`src/rtl/heart_hud_renderer.sv`:
```
// heart_hud_renderer
//   Draws the player's remaining lives as a row of 16x16 heart sprites in the top-left HUD.
//   It also tracks the lives count. A heart that has just been lost blinks for BLINK_FRAMES
//   frames before it disappears.
//
// Ports
//   Clk          in   pixel-domain clock
//   Reset        in   synchronous, active-high reset
//   DrawX/DrawY  in   current scan position
//   frame_start  in   one-cycle pulse per frame; paces the blink countdown
//   life_lost    in   one-cycle pulse: lose a life
//   life_gain    in   one-cycle pulse: gain a life, saturating at MAX_LIVES
//   game_restart in   one-cycle pulse: refill lives and leave game over
//   rom_addr     out  sprite ROM address {row, col}; combinational, 0 off-sprite
//   rom_data     in   sprite palette index, one cycle after rom_addr
//   heart_on     out  opaque heart pixel, two cycles after DrawX/DrawY
//   palette_idx  out  heart_palette index; 0 whenever heart_on is low
//   lives        out  remaining lives
//   game_over    out  high once the last life has finished blinking
module heart_hud_renderer #(
  parameter int unsigned MAX_LIVES    = 3,
  parameter int unsigned HUD_X0       = 8,
  parameter int unsigned HUD_Y0       = 8,
  parameter int unsigned PITCH        = 20,
  parameter int unsigned BLINK_FRAMES = 48
) (
  input  logic       Clk,
  input  logic       Reset,
  input  logic [9:0] DrawX,
  input  logic [9:0] DrawY,
  input  logic       frame_start,
  input  logic       life_lost,
  input  logic       life_gain,
  input  logic       game_restart,
  output logic [7:0] rom_addr,
  input  logic [3:0] rom_data,
  output logic       heart_on,
  output logic [3:0] palette_idx,
  output logic [2:0] lives,
  output logic       game_over
);

  typedef enum logic [1:0] {StAlive, StBlink, StOver} state_e;

  state_e     state_q;
  logic [2:0] lives_q;
  logic [7:0] blink_cnt_q;
  logic       s1_q;
  logic       heart_on_q;
  logic [3:0] palette_idx_q;
  logic       game_over_q;

  logic        hit;
  logic [2:0]  slot;
  logic        visible;
  logic [10:0] dx;
  logic [10:0] dy;

  // Offsets are computed in 11 bits. A position left of or above a sprite wraps to a large
  // value, so a single "< 16" test covers both bounds.
  always_comb begin
    hit      = 1'b0;
    slot     = 3'd0;
    rom_addr = 8'd0;
    dx       = 11'd0;
    dy       = {1'b0, DrawY} - 11'(HUD_Y0);
    for (int unsigned k = 0; k < MAX_LIVES; k++) begin
      dx = {1'b0, DrawX} - 11'(HUD_X0 + k * PITCH);
      if (dy < 11'd16 && dx < 11'd16) begin
        hit      = 1'b1;
        slot     = 3'(k);
        rom_addr = {dy[3:0], dx[3:0]};
      end
    end
  end

  // The heart being lost sits at index lives_q. It shows only during the blink phase.
  always_comb begin
    visible = (slot < lives_q) ||
              (state_q == StBlink && slot == lives_q && blink_cnt_q[3]);
  end

  always_ff @(posedge Clk) begin
    if (Reset) begin
      state_q       <= StAlive;
      lives_q       <= 3'(MAX_LIVES);
      blink_cnt_q   <= 8'd0;
      s1_q          <= 1'b0;
      heart_on_q    <= 1'b0;
      palette_idx_q <= 4'd0;
      game_over_q   <= 1'b0;
    end else begin
      s1_q          <= hit && visible;
      // Palette index 0 is the transparent key.
      heart_on_q    <= s1_q && (rom_data != 4'd0);
      palette_idx_q <= (s1_q && (rom_data != 4'd0)) ? rom_data : 4'd0;

      if (game_restart) begin
        state_q     <= StAlive;
        lives_q     <= 3'(MAX_LIVES);
        blink_cnt_q <= 8'd0;
        game_over_q <= 1'b0;
      end else begin
        unique case (state_q)
          StAlive: begin
            // A loss wins over a simultaneous gain.
            if (life_lost && lives_q != 3'd0) begin
              lives_q     <= lives_q - 3'd1;
              blink_cnt_q <= 8'(BLINK_FRAMES);
              state_q     <= StBlink;
            end else if (life_gain && lives_q < 3'(MAX_LIVES)) begin
              lives_q <= lives_q + 3'd1;
            end
          end
          StBlink: begin
            // Invulnerable here: life_lost and life_gain are ignored.
            if (frame_start) begin
              if (blink_cnt_q == 8'd1) begin
                blink_cnt_q <= 8'd0;
                if (lives_q != 3'd0) begin
                  state_q <= StAlive;
                end else begin
                  state_q     <= StOver;
                  game_over_q <= 1'b1;
                end
              end else begin
                blink_cnt_q <= blink_cnt_q - 8'd1;
              end
            end
          end
          StOver: begin
          end
          default: begin
            state_q <= StAlive;
          end
        endcase
      end
    end
  end

  assign heart_on    = heart_on_q;
  assign palette_idx = palette_idx_q;
  assign lives       = lives_q;
  assign game_over   = game_over_q;

endmodule

```
`config.mk`:
```
export PLATFORM = sky130hd
export DESIGN_NAME = heart_hud_renderer
export DESIGN_NICKNAME = d
export VERILOG_FILES = /design/src/rtl/heart_hud_renderer.sv
export SDC_FILE = /design/constraint.sdc
export NUM_CORES = 1
export LEC_CHECK = 0
export ABC_AREA = 1
export BUFFER_PORTS_ARGS = -buffer_cell sky130_fd_sc_hd__buf_2
export CAP_MARGIN = 5
export CORE_MARGIN = 2
export CORE_UTILIZATION = 47
export DETAILED_ROUTE_END_ITERATION = 12
export PLACE_DENSITY = 0.76
export RECOVER_POWER = 25
export SYNTH_ARGS = -nofsm -noshare
export SYNTH_HDL_FRONTEND = slang
export SYNTH_SLANG_ARGS = --single-unit
```
`constraint.sdc`:
```
create_clock -name Clk -period 2.2 [get_ports Clk]
set_clock_uncertainty 0.15 [all_clocks]
set_input_delay 0.44 -clock Clk [delete_from_list [all_inputs] [get_ports Clk]]
set_output_delay 0.44 -clock Clk [all_outputs]
set_load 0.05 [all_outputs]
```
==> results of run 1 <==
## power breakdown
group | internal, mW | switching [mW] | leakage [nW]
Sequential | 0.373 | 0.0113 | 0.162
Clock | 0.0640 | 0.113 | 0.0138
Combinational | 0.134 | 0.180 | 1.06
Total | 0.570 | 0.304 | 1.23
## cell families (layout without fill, tap and decap cells)
| kind of cell | Yosys count | in the layout | share of synthesized area, % |
|---|---|---|---|
| XOR/XNOR | 4 | 4 | 2.12 |
| flip-flops | 20 | 20 | 24.2 |
| adder cells (fa/ha/maj) | 13 | 13 | 10.3 |
| buffers and inverters | 49 | 124 | 11.1 |
| AO/OA/AOI/OAI | 36 | 36 | 14.0 |
| AND/OR/NAND/NOR | 137 | 137 | 38.2 |
## flip-flops by register name, indices dropped and copies added, names as in the netlist
signal and count:
blink_cnt_q 8, game_over 1, state_q 2, heart_on 1, palette_idx 4, s1_q 1, lives 3
## cells in the final DEF (no fill, tap or decap), drive strengths merged
master	Yosys	routed
xor2	3	3
a21boi	5	5
o21ai	12	12
nand3	24	24
a21oi	12	12
buf	0	70
inv	49	48
a41oi	1	1
ha	12	12
nand4	4	4
xnor2	1	1
a31oi	3	3
o22ai	2	2
o21bai	1	1
clkbuf	0	5
clkinvlp	0	1
dfxtp	20	20
nor3	3	3
nand2	68	68
nor2	38	38
fa	1	1
## stage by stage
| stage | std cells | power, mW | TNS [ps] |
|---|---|---|---|
| finish | 380 | 0.874 | -2370 |
| global route | 380 | 0.925 | -3360 |
| CTS | 379 | 0.846 | -1550 |
| detailed placement | 369 | 0.648 | -3190 |
| global placement | 369 | 0.642 | -2950 |
| floorplan | 259 | 0.556 | -440 |
## worst paths after layout
check | slack (ps) | endpoint | start | cells after the start
worst max-delay path | -330 | rom_addr[7] | DrawX[3] | 10
worst min-delay path | 210 | palette_idx[2] | rom_data[2] | 3
worst max register to register | 290 | lives[2] | lives[0] | 8
worst min register to register | 340 | game_over | game_over | 2
## per-layer routing
layer	vias up	wire length (um)
met1	868	1830
met5	-	0
met2	64	2530
li1	975	-
met4	0	127
met3	16	188
## what timing repair did
item / in CTS / in global routing
setup buffers: 7 / 4
setup endpoints to repair: 8 / 9
pin swaps: 19 / 26
resized for setup: 46 / 30
## area by class of cell
class                           instances  area share [%]
Clock buffer                            3           0.887
Timing Repair Buffer                   72            21.6
Inverter                               49            8.37
Multi-Input combinational cell        190            51.1
Sequential cell                        20            15.8
Tap cell                               46            2.27
## critical path, cell delays in order
cell and delay [ps]:
buf_8 110, ha_2 190, nand2_2 100, nand2_2 80
o21ai_1 150, nand2_1 110, nor2_4 250, nand2_8 140
a21oi_4 190, buf_6 180
==> reports/qor.txt, run 1 <==
Relative slew slack -> 60.9%
Most common cell in the netlist -> nand2_1
Leakage power -> 1.23 nW
Wire per inst -> 12.3 um
Violated checks -> negative setup slack
Diode count -> 0
Die width -> 63.3 um
DR pass1 iterations -> 4
Share of layout cells above drive strength 1 -> 40.1%
Synth Net Count -> 302
Arrival time at the worst endpoint -> 1940 ps
Final slew viol count -> 0
Worst slew pin tran -> 589 ps
Min Clock Period, post-route -> 2530 ps
Antenna violations before repair -> 0
DP Area -> 2190 sq um
Crit Path Class -> primary input to output pin
Worst min path class -> primary input to flip-flop
Min Hold Slack -> 214 ps
Num CTS Buffers -> 3
CTS HTree Levels -> 1
GRT Residual Overflow -> 0
CTS sink count -> 20
TritonCTS clock tree -> yes
Final worst setup slack -> -330 ps
Top Usage Layer GRT -> met2
Outcome -> finished with violations
Hold_buf cts -> 0
Largest net degree at the start of global routing -> 11
Clk root buf -> clkbuf_4
Worst EP required -> 1610 ps
Clock Pin Slew Worst Setup and Hold Paths -> 110 ps
Critical Path Fanout Max -> 7
Number of synthesized register bits -> 20
Final Cell Area -> 2540 sq um
Seq/Total Area, Yosys -> 24.2%
Register area -> 400 sq um
Post-Syn Area -> 1650 sq um
Vias in the first global route -> 1747
Synth cell types -> 26
Max-capacitance violation count -> 0
Via count -> 1923
Synth top cells by count -> 64 x nand2_1, 45 x inv_1, 31 x nor2_1
Worst setup EP type -> output pin
Top-Level Pins -> 47
Max Fclk -> 0.395 GHz
Placer congestion estimate -> 0.876
Die area -> 4000 sq um
Asr flop ratio synth -> 0%
Pwr dens -> 344 nW/um^2
Area contributors post-synth -> dfxtp_1 24%, nand2_1 15%, inv_1 10%
Post-Route WL -> 4680 um
Met3 usage -> 1.96%
First-pass GRT wire length -> 7180 um
Fillers -> 274
Met1 GRT Util -> 24.9%
Number of synthesized flops with an enable pin -> 0
Layout Utilization -> 75.5%
RSZ-0062 raised after global routing -> true
Top_reg_cell synth -> dfxtp_1
Row cnt -> 21
Place WS -> -376 ps
Gate count of the mapped netlist -> 259
Fin nets -> 379
DP HPWL -> 3090 um
Post-DRT Antenna Nets -> 0
I/O Buffers -> 46
Area leader, netlist -> dfxtp_1
Grt met2 use -> 41.2%
DRC -> 0
Syn_area_per_cell -> 6.38 sq um
Clk buf depth -> 2
Initial drt markers -> 97
Final setup vio count -> 9
CP Launch Type -> primary input
Post-synth top area share -> 24.2%
Die Span Y -> 63.3 um
Insertion delay to the later sink of the worst-skew pair -> 300 ps
Via/cell ratio -> 5.06
Core Area -> 3360 sq um
Worst IR drop on VDD -> 0.168 mV
Final Hold Vio Count -> 0
Ys Warns -> 0
Synth-to-layout area growth -> 53.8%
Period utilisation layout -> 115%
Starting density of the core -> 49.1%
Footprint of the multi-input gates -> 1300 sq um
GRT Overall Usage -> 21.8%
(Power assumes the default switching activity.)
==> run 2: changes to the inputs <==
--- a/config.mk
+++ b/config.mk
@@ -5,13 +5,12 @@
 export SDC_FILE = /design/constraint.sdc
 export NUM_CORES = 1
 export LEC_CHECK = 0
-export ABC_AREA = 1
 export BUFFER_PORTS_ARGS = -buffer_cell sky130_fd_sc_hd__buf_2
 export CAP_MARGIN = 5
 export CORE_MARGIN = 2
-export CORE_UTILIZATION = 47
+export CORE_UTILIZATION = 49
 export DETAILED_ROUTE_END_ITERATION = 12
-export PLACE_DENSITY = 0.76
+export PLACE_DENSITY = 0.79
 export RECOVER_POWER = 25
 export SYNTH_ARGS = -nofsm -noshare
 export SYNTH_HDL_FRONTEND = slang
==> constraint.sdc (replaced) <==
create_clock -name Clk -period 2.6 [get_ports Clk]
set_clock_uncertainty 0.15 [all_clocks]
set_input_delay 0.52 -clock Clk [delete_from_list [all_inputs] [get_ports Clk]]
set_output_delay 0.52 -clock Clk [all_outputs]
set_load 0.05 [all_outputs]
==> run 2 against run 1 <==
Compared with the run above:
- the flow still finishes with violations (negative setup slack)
- area after synthesis down 18%
- core utilization up 4.6 points
- first-iteration DRC count up 21%
- critical path depth unchanged
- die area down 20%
- clock-buffer cell count up 1
- via count down 13%
- flip-flop and latch count unchanged
- routed wire length up 21%
- final cell count down 32%
- highest routed layer unchanged
- design area down 15%
==> reports/qor.txt, run 2 <==
Worst min path class -> primary input to flip-flop (unchanged)
Area contributors post-synth -> dfxtp_1 30%, ha_1 11%, xnor2_1 6.5% (was dfxtp_1 24%, nand2_1 15%, inv_1 10%)
I/O Buffers -> 46 (unchanged)
DR pass1 iterations -> 5 (was 4)
Final Cell Area -> 2150 sq um (was 2540 sq um)
Antenna violations before repair -> 0 (unchanged)
Total power -> 0.732 mW (was 0.874 mW)
Post-DRT Antenna Nets -> 0 (unchanged)
Largest stage delay, worst path -> 280 ps (was 250 ps)
DP Area -> 1730 sq um (was 2190 sq um)
Starting density of the core -> 50.3% (was 49.1%)
Core Area -> 2690 sq um (was 3360 sq um)
Arrival time at the worst endpoint -> 2260 ps (was 1940 ps)
DRC -> 0 (unchanged)
Post-synth top area share -> 29.6% (was 24.2%)
Synth Net Count -> 203 (was 302)
Num CTS Buffers -> 3 (unchanged)
Number of synthesized register bits -> 20 (unchanged)
Worst reg2reg path startpoint -> lives[2] (was lives[0])
Period utilisation layout -> 113%
Register-to-Register Path Depth -> 6 (was 8)
Worst-path cell chain -> buf_12, inv_8, ha_4, a21boi_4, xnor2_1, nand4_1, a31oi_1, buf_4, and2_4, buf_8 (was buf_8, ha_2, nand2_2, nand2_2, o21ai_1, nand2_1, nor2_4, nand2_8, a21oi_4, buf_6)
CP max stage cell -> a31oi_1 (was nor2_4)
Critical Path Fanout Max -> 7 (unchanged)
CTS sink count -> 20 (unchanged)
Internal power -> 0.501 mW (was 0.570 mW)
Row cnt -> 19 (was 21)
Sw Share -> 31.6% (was 34.8%)
Fin nets -> 270 (was 379)
Gate count of the mapped netlist -> 160 (was 259)
Insertion delay to the later sink of the worst-skew pair -> 310 ps (was 300 ps)
CP Launch Type -> primary input (unchanged)
Relative slew slack -> 61.0% (was 60.9%)
Commonest non-fill, non-tap cell in the layout -> buf_2 (was nand2_1)
Clock share of power -> 25.0% (was 20.3%)
Worst EP required -> 1930 ps (was 1610 ps)
Synth cell types -> 38 (was 26)
Clk root buf -> clkbuf_4 (unchanged)
Final worst setup slack -> -327 ps (was -330 ps)
Final slew viol count -> 0 (unchanged)
Sw power -> 0.231 mW (was 0.304 mW)
Most common cell in the netlist -> dfxtp_1 (was nand2_1)
Biggest register -> blink_cnt_q (unchanged)
Non-filler cells, final -> 257 (was 380)
Number of synthesized flops with an enable pin -> 0 (unchanged)
Leakage power -> 0.943 nW (was 1.23 nW)
Seq pwr share -> 44.5% (was 43.9%)
Hold_buf cts -> 0 (unchanged)
Hold Crit Start -> rom_data[1] (was rom_data[2])
Final Hold Vio Count -> 0 (unchanged)
Placed instance count -> 249 (was 369)
CTS HTree Levels -> 1 (unchanged)
Max FFs per register -> 8 (unchanged)
Vias in the first global route -> 1567 (was 1747)
GRT Overall Usage -> 27.8% (was 21.8%)
Pwr dens -> 340 nW/um^2 (was 344 nW/um^2)
RSZ-0062 raised after global routing -> true (unchanged)
Comb pwr share -> 30.5% (was 35.8%)
Post-Syn Area -> 1350 sq um (was 1650 sq um)
Worst IR drop on VDD -> 0.388 mV (was 0.168 mV)
Diode count -> 0 (unchanged)
Via count -> 1679 (was 1923)
Wire per inst -> 22.1 um (was 12.3 um)
Syn_area_per_cell -> 8.45 sq um (was 6.38 sq um)
DP HPWL -> 2560 um (was 3090 um)
Top_reg_cell synth -> dfxtp_1 (unchanged)
Area leader, netlist -> dfxtp_1 (unchanged)
Crit Path Class -> primary input to output pin (unchanged)
First-pass GRT wire length -> 6920 um (was 7180 um)
Max-capacitance violation count -> 0 (unchanged)
GRT Residual Overflow -> 0 (unchanged)
Die Span Y -> 56.5 um (was 63.3 um)
Clk buf depth -> 2 (unchanged)
Placer congestion estimate -> 0.852 (was 0.876)
Fillers -> 136 (was 274)
Top-Level Pins -> 47 (unchanged)
Share of layout cells above drive strength 1 -> 48.2% (was 40.1%)
Ys Warns -> 0 (unchanged)
Via/cell ratio -> 6.53 (was 5.06)
Commonest non-fill, non-tap cells in the layout -> 33 x buf_2, 20 x dfxtp_1, 16 x nor2_1, 16 x buf_4, 10 x buf_8 (was 55 x nand2_1, 40 x inv_1, 30 x buf_2)
WHS Path Cells -> 2 (was 3)
Worst setup EP type -> output pin (unchanged)
Min Clock Period, post-route -> 2930 ps
Die width -> 56.5 um (was 63.3 um)
Violated checks -> negative setup slack (unchanged)
Die area -> 3200 sq um (was 4000 sq um)
Clock Pin Slew Worst Setup and Hold Paths -> 110 ps (about the same)
Asr flop ratio synth -> 0% (unchanged)
Outcome -> finished with violations (unchanged)
Max Fclk -> 0.342 GHz
TritonCTS clock tree -> yes (unchanged)
Final setup vio count -> 9 (unchanged)
Initial drt markers -> 117 (was 97)
Largest net degree at the start of global routing -> 12 (was 11)
Worst Setup SP -> DrawX[4] (was DrawX[3])
Synth-to-layout area growth -> 59.1% (was 53.8%)
Worst slew pin tran -> 588 ps (was 589 ps)
Seq/Total Area, Yosys -> 29.6% (was 24.2%)
Post-Route WL -> 5670 um (was 4680 um)
Synth top cells by count -> 20 x dfxtp_1, 16 x nor2_1, 13 x inv_1 (was 64 x nand2_1, 45 x inv_1, 31 x nor2_1)
==> run 2: cell count changes after synthesis, sizes merged, moves of 7 or more <==
cell / before / now
nand2: 68 / 9
inv: 49 / 13
nand3: 24 / 0
nor2: 38 / 16
and2: 0 / 11
xnor2: 1 / 10
o21ai: 12 / 5
==> run 2: critical path, delay by kind of cell <==
family | cells | cell delay [ps]
buffers and inverters | 4 | 470
AO/OA/AOI/OAI | 2 | 420
AND/OR/NAND/NOR | 2 | 420
XOR/XNOR | 1 | 270
adder cells (fa/ha/maj) | 1 | 150
==> run 2: path summary, 6_finish.rpt <==
kind                          to  slack [ps]
setup / recovery     rom_addr[5]        -330
hold / removal    palette_idx[1]         300
setup reg to reg        lives[2]         490
hold reg to reg        game_over         330
==> run 2: power groups by stage <==
stage               sequential [mW]  clock [mW]  combinational, mW
floorplan                     0.339           0             0.0845
global placement              0.332           0              0.146
detailed placement            0.332           0              0.154
CTS                           0.325       0.183              0.184
global route                  0.327       0.193              0.234
finish                        0.326       0.183              0.223
==> run 2: final cells by class <==
class	count	area [sq um]	area share, %
Clock buffer	4	36.3	1.69
Inverter	13	63.8	2.97
Tap cell	31	38.8	1.80
Sequential cell	20	400	18.6
Multi-Input combinational cell	125	1120	52.0
Timing Repair Buffer	64	493	22.9
==> run 2: repair_timing <==
item                                    4_1_cts  5_1_grt
gates cloned                                  0        0
pin swaps                                    12       15
setup buffers                                 3        2
endpoints found under the setup margin        8        9
gates resized for setup                      66       26
==> run 2: kinds of logic after synthesis <==
logic type / synth area share (%)
mux: 1.02
fa+ha+maj: 12.6
compound gates: 18.2
simple gates: 27.9
buf+inv: 4.16
flops: 29.6
xor+xnor: 6.48
==> run 2: layer usage <==
metal  share of wire [%]  up-vias  GRT usage [%]
met5                   0        -              0
met4                  10        0           18.4
met3                 8.0       58           4.61
met2                  49      140           52.2
met1                  32      777           27.4
li1                    -      704              -
==> run 2: stage by stage <==
step	utilization [%]	TNS, ps	setup WS, ps	hold slack (ps)
finish	80.1	-2420	-327	297
global route	80.1	-2110	-272	293
CTS	75.7	-10.3	-10.3	272
detailed placement	64.3	-2110	-251	303
global placement	64.3	-1500	-193	296
floorplan	-	0	39.2	318
==> run 3: changes to the inputs <==
--- a/config.mk
+++ b/config.mk
@@ -5,13 +5,15 @@
 export SDC_FILE = /design/constraint.sdc
 export NUM_CORES = 1
 export LEC_CHECK = 0
+export ABC_AREA = 1
 export BUFFER_PORTS_ARGS = -buffer_cell sky130_fd_sc_hd__buf_2
 export CAP_MARGIN = 5
 export CORE_MARGIN = 2
-export CORE_UTILIZATION = 49
+export CORE_UTILIZATION = 52
 export DETAILED_ROUTE_END_ITERATION = 12
-export PLACE_DENSITY = 0.79
+export PLACE_DENSITY = 0.8
 export RECOVER_POWER = 25
+export REMOVE_ABC_BUFFERS = 1
 export SYNTH_ARGS = -nofsm -noshare
 export SYNTH_HDL_FRONTEND = slang
 export SYNTH_SLANG_ARGS = --single-unit
==> run 3 against run 2 <==
Compared with the run above:
- the run now ends clean
- register-to-register slack improved by 240 ps
- maximum frequency rose by 13%
- first-iteration DRC count rose by 35%
- core utilization fell by 1.6 points
- via count rose by 9.7%
- worst hold slack got worse by 10 ps
- sequential share of layout area fell by 1.8 points
- die area rose by 14%
- highest routed layer unchanged
==> reports/qor.txt, run 3 (synthesis results as in run 1) <==
Footprint of the multi-input gates -> 1210 sq um (was 1120 sq um)
Pwr dens -> 316 nW/um^2 (was 340 nW/um^2)
Setup total negative slack -> 0 ps (was -2420 ps)
Biggest register -> blink_cnt_q (unchanged)
Die Span Y -> 60.4 um (was 56.5 um)
Relative slew slack -> 71.5% (was 61.0%)
I/O Buffers -> 46 (unchanged)
Wire per inst -> 11.4 um (was 22.1 um)
Via count -> 1842 (was 1679)
Clock Pin Slew Worst Setup and Hold Paths -> 110 ps (about the same)
Diode count -> 0 (unchanged)
Worst Setup SP -> DrawX[3] (was DrawX[4])
Hold_buf cts -> 0 (unchanged)
Max-capacitance violation count -> 0 (unchanged)
DP HPWL -> 2970 um (was 2560 um)
Layout Utilization -> 78.5% (was 80.1%)
CTS HTree Levels -> 1 (unchanged)
Post-DRT Antenna Nets -> 0 (unchanged)
Post-Route WL -> 4240 um (was 5670 um)
Max FFs per register -> 8 (unchanged)
Die area -> 3640 sq um (was 3200 sq um)
Final Hold Vio Count -> 0 (unchanged)
First-pass GRT wire length -> 6510 um (was 6920 um)
Antenna violations before repair -> 0 (unchanged)
Clk root buf -> clkbuf_4 (unchanged)
Initial drt markers -> 158 (was 117)
Final setup vio count -> 0 (was 9)
Die width -> 60.4 um (was 56.5 um)
Worst setup EP type -> output pin (unchanged)
Worst EP required -> 1930 ps (about the same)
TritonCTS clock tree -> yes (unchanged)
DRC -> 0 (unchanged)
Placer congestion estimate -> 0.929 (was 0.852)
Worst min path class -> primary input to flip-flop (unchanged)
GRT Overall Usage -> 23.1% (was 27.8%)
Outcome -> finished clean (was finished with violations)
Commonest non-fill, non-tap cell in the layout -> nand2_1 (was buf_2)
Worst IR drop on VDD -> 0.172 mV (was 0.388 mV)
Vias in the first global route -> 1632 (was 1567)
Min Hold Slack -> 287 ps (was 297 ps)
Num CTS Buffers -> 3 (unchanged)
Insertion delay to the later sink of the worst-skew pair -> 310 ps (about the same)
DP Area -> 2060 sq um (was 1730 sq um)
Commonest non-fill, non-tap cells in the layout -> 57 x nand2_1, 42 x inv_1, 32 x buf_2 (was 33 x buf_2, 20 x dfxtp_1, 16 x nor2_1, 16 x buf_4, 10 x buf_8)
Synth-to-layout area growth -> 43.9% (was 59.1%)
Final worst setup slack -> 20.7 ps (was -327 ps)
Via/cell ratio -> 4.95 (was 6.53)
Final Cell Area -> 2380 sq um (was 2150 sq um)
GRT Residual Overflow -> 0 (unchanged)
Worst slew pin tran -> 424 ps (was 588 ps)
Arrival time at the worst endpoint -> 1910 ps (was 2260 ps)
Hold Crit Start -> rom_data[0] (was rom_data[1])
Final slew viol count -> 0 (unchanged)
Leakage power -> 1.22 nW (was 0.943 nW)
CTS sink count -> 20 (unchanged)
Fin nets -> 372 (was 270)
Row cnt -> 20 (was 19)
Place WS -> -142 ps (was -251 ps)
Fillers -> 216 (was 136)
Critical Path Fanout Max -> 7 (unchanged)
Non-filler cells, final -> 372 (was 257)
Core Area -> 3030 sq um (was 2690 sq um)
Period utilisation layout -> 99.2% (was 113%)
Worst reg2reg path startpoint -> lives[0] (was lives[2])
Register area -> 400 sq um (unchanged)
Min Clock Period, post-route -> 2580 ps (was 2930 ps)
Starting density of the core -> 54.5% (was 50.3%)
DR pass1 iterations -> 4 (was 5)
Crit Path Class -> primary input to output pin (unchanged)
Total power -> 0.751 mW (was 0.732 mW)
Placed instance count -> 365 (was 249)
Top-Level Pins -> 47 (unchanged)
Share of layout cells above drive strength 1 -> 36.9% (was 48.2%)
Clk buf depth -> 2 (unchanged)
Largest net degree at the start of global routing -> 12 (unchanged)
CP Launch Type -> primary input (unchanged)
Max Fclk -> 0.388 GHz (was 0.342 GHz)
## run 3: cell types whose count changed in the layout (fill, tap and decap cells not counted), sizes merged, moves of 7 or more
| cell | previous run | this run |
|---|---|---|
| and2 | 11 | 0 |
| inv | 13 | 49 |
| nand2 | 9 | 68 |
| nand3 | 0 | 24 |
| nor2 | 16 | 38 |
| o21ai | 5 | 12 |
| xnor2 | 10 | 1 |
## run 3: routing by layer
metal / wire (um) / track usage (%) / up-vias
li1: - / - / 961
met1: 1780 / 27.8 / 830
met2: 2230 / 41.1 / 43
met3: 140 / 3.20 / 8
met4: 79 / 9.52 / 0
met5: 0 / 0 / -
## run 3: report_power, final
group,leakage (nW),internal (mW),total [mW],switching [mW]
logic,1.03,0.102,0.244,0.142
clock network,0.0210,0.0856,0.182,0.0969
registers,0.162,0.315,0.324,0.00898
total,1.22,0.503,0.751,0.248
## run 3: path summary, 6_finish.rpt
| path | cells past startpoint | slack, ps | end |
|---|---|---|---|
| min reg2reg | 2 | 330 | game_over |
| min | 3 | 290 | palette_idx[0] |
| max | 12 | 20 | rom_addr[5] |
| max reg2reg | 8 | 730 | lives[2] |
## run 3: final cells by class
type | instances | area share [%]
clock buffer | 4 | 1.53
multi-input combinational | 190 | 51.0
inverter | 49 | 8.26
tap | 44 | 2.32
sequential | 20 | 16.8
timing repair buffer | 65 | 20.1
## run 3: what timing repair did
action,CTS,global route
endpoints found under the hold margin,0,0
pin swaps,6,24
cloned,0,0
setup endpoints to repair,8,8
buffers inserted,1,2
resized for setup,24,48
## run 3: worst max-delay path: stages
cell      delay [ps]
buf_8            110
ha_4             170
inv_2             40
nand2_1           50
nand2_1          100
nand2_1           70
nor2_2           120
nand2_2           70
nor2_4           160
nand2_4          120
a21boi_2         180
buf_6            180
